--- src/rtl/pipe_stage_buf_pkg.sv ---
// Shared constants and helpers for the inter-stage pipeline buffer.
// Sizes match the widest legal buffer (4 entries, 3-bit occupancy).
package pipe_stage_buf_pkg;

    localparam int PIPE_MAX_DEPTH = 4;
    localparam int PIPE_CNT_W     = 3;
    localparam int PIPE_PTR_W     = 2;

    // Advance a circular pointer, wrapping after entry depth-1.
    function automatic logic [PIPE_PTR_W-1:0] ptr_next(
        input logic [PIPE_PTR_W-1:0] p,
        input int                    depth
    );
        if (p == PIPE_PTR_W'(depth - 1)) begin
            return '0;
        end
        return p + PIPE_PTR_W'(1);
    endfunction

endpackage

--- src/rtl/pipe_stage_buf_ptr_ctr.sv ---
// Wrap-at-DEPTH pointer with increment and synchronous clear.
// Used for both the read and the write side of the buffer.
module pipe_ptr_ctr
    import pipe_stage_buf_pkg::*;
#(
    parameter int DEPTH = 1
) (
    input  logic                  clk,
    input  logic                  rst,
    input  logic                  clr_i,
    input  logic                  inc_i,
    output logic [PIPE_PTR_W-1:0] ptr_o
);

    logic [PIPE_PTR_W-1:0] ptr_q;
    logic [PIPE_PTR_W-1:0] ptr_d;

    always_comb begin
        ptr_d = ptr_q;
        if (clr_i) begin
            ptr_d = '0;
        end else if (inc_i) begin
            ptr_d = ptr_next(ptr_q, DEPTH);
        end
    end

    always_ff @(posedge clk) begin
        if (rst) begin
            ptr_q <= '0;
        end else begin
            ptr_q <= ptr_d;
        end
    end

    assign ptr_o = ptr_q;

endmodule

--- src/rtl/pipe_stage_buf.sv ---
// Generic 1..4 entry inter-stage buffer using the valid/allow/ready_go handshake.
// DEPTH=1 with ALLOW_PASSTHRU=1 is cycle-identical to the classic stage register.
module pipe_stage_buf
    import pipe_stage_buf_pkg::*;
#(
    parameter int DATA_W         = 96,
    parameter int DEPTH          = 1,
    parameter int ALLOW_PASSTHRU = 1,
    parameter int ZERO_ON_EMPTY  = 1
) (
    input  logic                  clk,
    input  logic                  rst,
    input  logic                  clear,
    input  logic                  validin,
    input  logic [DATA_W-1:0]     in_data,
    output logic                  in_allow,
    input  logic                  pipe_ready_go,
    input  logic                  out_allow,
    output logic                  validout,
    output logic [DATA_W-1:0]     out_data,
    output logic [PIPE_CNT_W-1:0] count
);

    if (DEPTH < 1 || DEPTH > PIPE_MAX_DEPTH) begin : g_bad_depth
        $fatal(1, "pipe_stage_buf: DEPTH must be in 1..4");
    end
    // A non-passthrough single entry can only alternate fill/drain.
    if (ALLOW_PASSTHRU == 0 && DEPTH == 1) begin : g_bad_passthru
        $fatal(1, "pipe_stage_buf: ALLOW_PASSTHRU=0 requires DEPTH>=2");
    end

    localparam logic [PIPE_CNT_W-1:0] DEPTH_C = PIPE_CNT_W'(DEPTH);

    logic [DEPTH-1:0][DATA_W-1:0] mem_q;
    logic [DEPTH-1:0][DATA_W-1:0] mem_d;
    logic [PIPE_CNT_W-1:0]        count_q;
    logic [PIPE_CNT_W-1:0]        count_d;
    logic [PIPE_PTR_W-1:0]        wr_ptr;
    logic [PIPE_PTR_W-1:0]        rd_ptr;
    logic [DATA_W-1:0]            head;
    logic                         empty;
    logic                         full;
    logic                         push;
    logic                         pop;

    assign empty = (count_q == '0);
    assign full  = (count_q == DEPTH_C);

    always_comb begin
        in_allow = clear || !full;
        if (ALLOW_PASSTHRU != 0) begin
            in_allow = in_allow || (pipe_ready_go && out_allow && !empty);
        end
    end

    assign validout = !empty && pipe_ready_go && !clear;
    assign push     = validin && in_allow && !clear;
    assign pop      = validout && out_allow;

    pipe_ptr_ctr #(.DEPTH(DEPTH)) u_wr_ptr (
        .clk   (clk),
        .rst   (rst),
        .clr_i (clear),
        .inc_i (push),
        .ptr_o (wr_ptr)
    );

    pipe_ptr_ctr #(.DEPTH(DEPTH)) u_rd_ptr (
        .clk   (clk),
        .rst   (rst),
        .clr_i (clear),
        .inc_i (pop),
        .ptr_o (rd_ptr)
    );

    // Push wins over pop-zeroing: when wr_ptr==rd_ptr (full) the popped slot becomes the tail.
    always_comb begin
        mem_d = mem_q;
        for (int i = 0; i < DEPTH; i++) begin
            if (clear) begin
                mem_d[i] = '0;
            end else if (push && wr_ptr == PIPE_PTR_W'(i)) begin
                mem_d[i] = in_data;
            end else if (pop && rd_ptr == PIPE_PTR_W'(i) && ZERO_ON_EMPTY != 0) begin
                mem_d[i] = '0;
            end
        end
    end

    always_comb begin
        count_d = count_q;
        if (clear) begin
            count_d = '0;
        end else if (push && !pop) begin
            count_d = count_q + PIPE_CNT_W'(1);
        end else if (pop && !push) begin
            count_d = count_q - PIPE_CNT_W'(1);
        end
    end

    always_ff @(posedge clk) begin
        if (rst) begin
            mem_q   <= '0;
            count_q <= '0;
        end else begin
            mem_q   <= mem_d;
            count_q <= count_d;
        end
    end

    always_comb begin
        head = '0;
        for (int i = 0; i < DEPTH; i++) begin
            if (rd_ptr == PIPE_PTR_W'(i)) begin
                head = mem_q[i];
            end
        end
    end

    assign out_data = (ZERO_ON_EMPTY != 0 && empty) ? '0 : head;
    assign count    = count_q;

endmodule

--- config.mk ---
export PLATFORM = sky130hd
export DESIGN_NAME = pipe_stage_buf
export DESIGN_NICKNAME = d
export VERILOG_FILES = /design/src/rtl/pipe_stage_buf_pkg.sv /design/src/rtl/pipe_stage_buf_ptr_ctr.sv /design/src/rtl/pipe_stage_buf.sv
export SDC_FILE = /design/constraint.sdc
export NUM_CORES = 1
export LEC_CHECK = 0
export ABC_AREA = 1
export CORE_MARGIN = 4
export CORE_UTILIZATION = 44
export CTS_BUF_LIST = sky130_fd_sc_hd__clkbuf_16
export DETAILED_ROUTE_END_ITERATION = 8
export PLACE_DENSITY_LB_ADDON = 0.3
export SYNTH_ARGS = -nofsm -noshare
export SYNTH_HDL_FRONTEND = slang
export SYNTH_HIERARCHICAL = 1
export SYNTH_SLANG_ARGS = --single-unit
--- constraint.sdc ---
create_clock -name clk -period 2.4 [get_ports clk]
set_input_delay 0.48 -clock clk [delete_from_list [all_inputs] [get_ports clk]]
set_output_delay 0.48 -clock clk [all_outputs]
set_load 0.05 [all_outputs]
==> impl_metrics.csv, run 1 <==
group,metric,value,unit
cts,cts_setup_buffers,0,
floorplan,io_pins,203,
cts,numClockSinks,103,
synth,async_reset_ff_frac,0,
min_path,min_path_type,"reg -> reg",
status,status,"complete, no violations",
critical_path,cp.depth,7,
critical_path,r2r_cells,12,
timing,rsz0062_at_grt,"true",
detailed_routing,wl_per_cell,17.9,um
cts,clkTransAtPathRegs,70,ps
critical_path,cp_cell_sequence,"inv_1 > ha_1 > nand2_4 > clkinv_8 > buf_12 > nor2_2 > buf_12",
synth,ys_top_cells_by_count,"nor2_1 (107), nand2_1 (106), dfxtp_1 (103)",
critical_path,cpMostUsedCell,"buf_12",
global_routing,track_usage,0.255,
timing,whs,479,ps
timing,min_period,2350,ps
power_and_ir_drop,clkPwrFrac,0.367,
cells_and_area,drive_above_1_share,0.294,
critical_path,crit_slowest_cell,"dfxtp_4",
power_and_ir_drop,p_int,2.91,mW
synth,synth.avg_cell_area,7.07,sq um
floorplan,rows,39,
global_routing,gr-total-overflow,0,
timing,finalMaxSlewViolations,0,
timing,finalCritPeriodShare,0.980,
detailed_routing,wl,18400,um
detailed_routing,drt_iter0_drc,727,
detailed_routing,dr_total_vias,6017,
detailed_routing,drc_errors,0,
min_path,min_to,"mem_q[77]",
synth,synth-seq-area-share,0.400,
synth,synthDistinctLibCells,26,
synth,synth_top_area_frac,0.400,
timing,finClkSkew,10.4,ps
global_routing,grt_pass1_vias,5773,
min_path,hold_start,"mem_q[77]",
power_and_ir_drop,switching_share,0.283,
critical_path,cp-end-kind,"output port",
global_routing,antenna_found_initial,0,
floorplan,die_x,116,um
synth,syn_area,5150,sq um
critical_path,regToRegSetupSlack,210,ps
cts,ctsRootBufferMaster,"clkbuf_16",
cells_and_area,synthToLayoutAreaGrowth,74.8,%
cts,clk_latency,340,ps
floorplan,fp.dieH,116,um
critical_path,path_class,"reg -> out",
power_and_ir_drop,leakagePower,2.92,nW
cells_and_area,final_util,0.786,
floorplan,start_util,0.450,
detailed_routing,vias_per_cell,5.83,
critical_path,crit_path_start_kind,"flop",
synth,ys_ff_latch,103,
global_routing,grt_pass1_wl,28200,um
critical_path,reg2reg_from,"count[0]",
place,io_buffers,202,
timing,setup-violations-final,0,
power_and_ir_drop,comb_power_share,0.198,
critical_path,cp_max_fo,39,
power_and_ir_drop,pwr-share-seq,0.435,
min_path,whs_path_depth,2,
global_routing,grt_max_degree,77,
timing,max_slew_margin,0.623,
critical_path,r2r_end,"count[2]",
cells_and_area,antenna_cells,0,
cts,tritoncts,"done",
critical_path,cp_slowest_stage_delay,360,ps
cts,clockBufferDepth,2,
cells_and_area,nNetsFinal,993,
timing,hold_viol_final,0,
timing,worstMarginPinSlew,564,ps
critical_path,cp_top_family,"buffers and inverters",
synth,yosysTopAreaCell,"dfxtp_1",
place,gp_congestion,0.837,
synth,yosysWarnings,6,
critical_path,critPathArrivalTime,1870,ps
cts,h-tree-depth,3,
detailed_routing,drtAntennaViolNets,0,
synth,yosysMostFrequentCell,"nor2_1",
timing,fmax,425,MHz
place,dp_hpwl,12200,um
synth,synth_edf_count,0,
synth,synth_top_cells_by_area,"dfxtp_1 (40%), nand4_1 (12%), nand3_1 (9.3%), a21oi_1 (8.6%), nor2_1 (7.8%)",
critical_path,cp.required,1920,ps
cts,numCtsBuffers,9,
cts,holdBufCountCts,0,
floorplan,core,11500,sq um
cells_and_area,fillCellCount,745,
power_and_ir_drop,powerDensity,451,nW/um^2
synth,synthCells,729,
run,max-cap-violations,0,
synth,synth_ff_type,"dfxtp_1",
power_and_ir_drop,peakVddDrop,0.412,mV
detailed_routing,firstDrtPassIters,6,
critical_path,crit_buf_inv,4,
power_and_ir_drop,p_switching,1.15,mW
synth,syn_nets,838,
floorplan,dieArea,13500,sq um
-- per-layer routing --
layer  global-route usage  part of all wire  routed length, um
met5                    0                 0                  0
met4               0.0851             0.021                379
met3               0.0549             0.091               1680
met2                0.430              0.51               9310
met1                0.325              0.38               7070
-- cells in the final DEF, fill, tap and decap left out, drive strengths merged --
master | Yosys | routed
o21bai | 1 | 1
xnor2 | 1 | 1
dfxtp | 103 | 103
a21oi | 99 | 99
or2 | 1 | 1
inv | 14 | 18
nand3 | 97 | 97
o21ai | 4 | 4
clkbuf | 28 | 11
nand4 | 96 | 96
clkdlybuf4s50 | 0 | 104
ha | 7 | 7
nor2 | 113 | 113
nand2 | 110 | 110
buf | 53 | 119
o21a | 1 | 1
clkinv | 1 | 3
bufinv | 0 | 1
-- worst register-to-register path: cells and delay by family (launching register included) --
family	cells	cell delay [ps]
AO/OA/AOI/OAI	3	460
adder cells (fa/ha/maj)	2	490
buffers and inverters	2	130
flip-flops	1	360
AND/OR/NAND/NOR	5	630
-- logic make-up after synthesis --
kind of cell,synth area share
simple gates,0.382
compound gates,0.110
flops,0.400
buf+inv,0.0891
fa+ha+maj,0.0170
xor+xnor,0.00170
-- area by class of cell --
cell class / instances / area, sq um / area share
clock inverter: 7 / 77.6 / 0.00861
clock buffer: 9 / 225 / 0.0250
timing repair buffer: 225 / 3340 / 0.371
tap: 143 / 179 / 0.0199
sequential: 103 / 2070 / 0.229
inverter: 15 / 68.8 / 0.00764
multi-input combinational: 530 / 3050 / 0.339
-- worst max-delay path by stage --
stage | to | start
6_report | out_data[93] | count[0]
5_1_grt | out_data[56] | count[0]
3_3_place_gp | mem_q[83] | pipe_ready_go
4_1_cts | out_data[32] | count[0]
2_1_floorplan | out_data[55] | count[1]
3_5_place_dp | count[2] | out_allow
-- metrics by stage --
step	cell area [sq um]	std cells	power, mW	TNS [ps]	worst slack, ps
2_1_floorplan	5260	729	2.18	-1960	-49.1
3_3_place_gp	8340	1014	2.50	0	59.8
3_5_place_dp	8340	1014	2.52	-284	-100
4_1_cts	8710	1030	4.01	-561	-38.9
5_1_grt	9010	1032	4.22	-1350	-41.4
6_report	9010	1032	4.06	0	47.0
-- sequential cells by signal, summed over array words and instances, names as in the netlist --
| signal | flops |
|---|---|
| mem_q | 96 |
| u_rd_ptr/ptr_o | 2 |
| count | 3 |
| u_wr_ptr/ptr_o | 2 |
-- power groups by stage --
stage	Clock, mW	Combinational [mW]	Sequential (mW)
floorplan	0	0.372	1.81
global placement	0	0.693	1.81
detailed placement	0	0.712	1.81
CTS	1.52	0.731	1.77
global route	1.60	0.850	1.77
finish	1.49	0.803	1.77
-- what timing repair did --
item                                    4_1_cts  5_1_grt
endpoints found under the hold margin         0        0
endpoints found under the setup margin       85       87
gates cloned                                  0        2
gates resized for setup                      26       65
pin swaps                                     0        2
Power figures use the tool's default switching activity.
==> run 2, diff against run 1 <==
--- a/config.mk
+++ b/config.mk
@@ -6,8 +6,9 @@
 export NUM_CORES = 1
 export LEC_CHECK = 0
 export ABC_AREA = 1
+export CORE_ASPECT_RATIO = 0.8
 export CORE_MARGIN = 4
-export CORE_UTILIZATION = 44
+export CORE_UTILIZATION = 47
 export CTS_BUF_LIST = sky130_fd_sc_hd__clkbuf_16
 export DETAILED_ROUTE_END_ITERATION = 8
 export PLACE_DENSITY_LB_ADDON = 0.3
==> constraint.sdc (replaced) <==
create_clock -name clk -period 2.8 [get_ports clk]
set_input_delay 0.56 -clock clk [delete_from_list [all_inputs] [get_ports clk]]
set_output_delay 0.56 -clock clk [all_outputs]
set_load 0.05 [all_outputs]
==> run 2 against run 1 <==
Compared with the run above:
- via count fell by 1.7%
- power fell by 19%
- sequential power down 14%
- global-route usage up 0.91 points
- worst setup slack gained 100 ps
- wire length fell by 6.5%
- die area shrank 5.9%
- core utilization decreased by 3.3 points
==> impl_metrics.csv, run 2 (synthesis gave the netlist of run 1 again) <==
group,metric,value,unit
timing,max_slew_margin,0.505,
cells_and_area,regMostFlops,"mem_q",
timing,fmax,377,MHz
cells_and_area,largest_reg_flops,96,
floorplan,core,10500,sq um
critical_path,cp_max_fo,96,
power_and_ir_drop,p_switching,0.863,mW
timing,worstMarginPinSlew,743,ps
critical_path,reg2reg_from,"count[0]",
floorplan,io_pins,203,
power_and_ir_drop,peakVddDrop,0.287,mV
critical_path,crit_slowest_cell,"dfxtp_1",
cts,clkTransAtPathRegs,70,ps
timing,finalCritPeriodShare,0.948,
cells_and_area,drive_above_1_share,0.171,
place,gp_congestion,0.832,
power_and_ir_drop,comb_power_share,0.172,
global_routing,grt_pass1_vias,5804,
cts,tritoncts,"done",
power_and_ir_drop,leakagePower,2.71,nW
min_path,hold_start,"mem_q[78]",
floorplan,dieArea,12700,sq um
status,status,"complete, no violations",
cells_and_area,final_cell_mix,"nand2_1 (106), nor2_1 (106), clkdlybuf4s50_1 (104)",
critical_path,cp.required,2240,ps
detailed_routing,wl,17200,um
critical_path,cp-end-kind,"output port",
critical_path,path_class,"reg -> out",
power_and_ir_drop,pwr-share-seq,0.462,
power_and_ir_drop,power.total,3.28,mW
critical_path,cp_top_family,"buffers and inverters",
cts,clk_latency,340,ps
cts,numCtsBuffers,9,
run,max-cap-violations,0,
power_and_ir_drop,switching_share,0.263,
power_and_ir_drop,clkPwrFrac,0.366,
global_routing,grt_max_degree,97,
cells_and_area,synthToLayoutAreaGrowth,53.0,%
timing,setup-violations-final,0,
floorplan,start_util,0.492,
min_path,min_path_type,"reg -> reg",
global_routing,antenna_found_initial,0,
critical_path,critPathArrivalTime,2090,ps
cts,cts_setup_buffers,0,
place,io_buffers,202,
critical_path,crit_path_start_kind,"flop",
cts,clockBufferDepth,2,
detailed_routing,vias_per_cell,5.79,
timing,tns,0,ps
power_and_ir_drop,powerDensity,416,nW/um^2
timing,finalMaxSlewViolations,0,
cells_and_area,antenna_cells,0,
place,dp_hpwl,11400,um
critical_path,startpoint,"count[0]",
cts,holdBufCountCts,0,
detailed_routing,firstDrtPassIters,5,
detailed_routing,wl_per_cell,16.9,um
timing,min_period,2650,ps
cells_and_area,nNetsFinal,986,
floorplan,rows,33,
global_routing,track_usage,0.264,
global_routing,grt_pass1_wl,28300,um
global_routing,gr-total-overflow,0,
detailed_routing,drt_iter0_drc,530,
floorplan,die_x,125,um
timing,hold_viol_final,0,
timing,finClkSkew,6.29,ps
critical_path,cp_slowest_stage_delay,370,ps
critical_path,cp_cell_sequence,"inv_1 > ha_1 > nand2_2 > inv_2 > clkbuf_8 > nor2_1 > buf_12",
cts,numClockSinks,103,
floorplan,fp.dieH,102,um
cts,ctsRootBufferMaster,"clkbuf_16",
detailed_routing,drtAntennaViolNets,0,
cts,h-tree-depth,3,
detailed_routing,drc_errors,0,
timing,rsz0062_at_grt,"false",
critical_path,crit_buf_inv,4,
power_and_ir_drop,p_int,2.42,mW
detailed_routing,dr_total_vias,5915,
==> run 2: repair_timing <==
action                     CTS  global route
hold endpoints to repair     0             0
pin swaps                    0             0
setup endpoints to repair   95            16
gates resized for setup      1             1
==> run 2: worst register-to-register path: stages, from the launching register on <==
cell and delay [ps]:
dfxtp_1 370, inv_1 110, ha_1 220, nand2_2 110, nand2_2 90, nand2_4 100, nand2_1 50, nor2_1 250
ha_1 340, nor2_1 130, o21ai_0 120, a21oi_1 140, o21a_1 120
==> run 2: final cells by class <==
cell class | instances | area, sq um
clock buffers | 9 | 225
clock inverters | 7 | 55.1
fillers | 782 | 2600
inverters | 15 | 56.3
multi-input cells | 530 | 2660
flip-flops and latches | 103 | 2060
well taps | 140 | 175
repair buffers | 218 | 2650
==> run 2: final timing paths <==
check,endpoint,slack [ps],cells past startpoint
setup / recovery,out_data[24],150,7
hold / removal,mem_q[78],480,2
setup reg to reg,count[2],610,12
hold reg to reg,mem_q[78],480,2
==> run 2: power by group through the flow <==
stage | sequential, mW | clock [mW] | combinational (mW)
floorplan | 1.55 | 0 | 0.304
global placement | 1.55 | 0 | 0.543
detailed placement | 1.55 | 0 | 0.558
CTS | 1.52 | 1.23 | 0.561
global route | 1.52 | 1.28 | 0.607
finish | 1.52 | 1.20 | 0.565
==> run 2: per-layer routing <==
layer,global-route usage,up-vias,share of wire
li1,-,2801,-
met4,0.0975,0,0.029
met5,0,-,0
met3,0.0580,42,0.071
met2,0.454,283,0.50
met1,0.331,2789,0.40
==> run 2: through the flow <==
step	setup slack (ps)	area [sq um]	utilization	std cells	hold slack, ps
2_1_floorplan	-76.3	5150	-	729	454
3_3_place_gp	318	7600	0.725	1006	467
3_5_place_dp	266	7600	0.725	1006	472
4_1_cts	110	7890	0.752	1022	481
5_1_grt	10.8	7890	0.752	1022	498
6_report	147	7890	0.752	1022	480
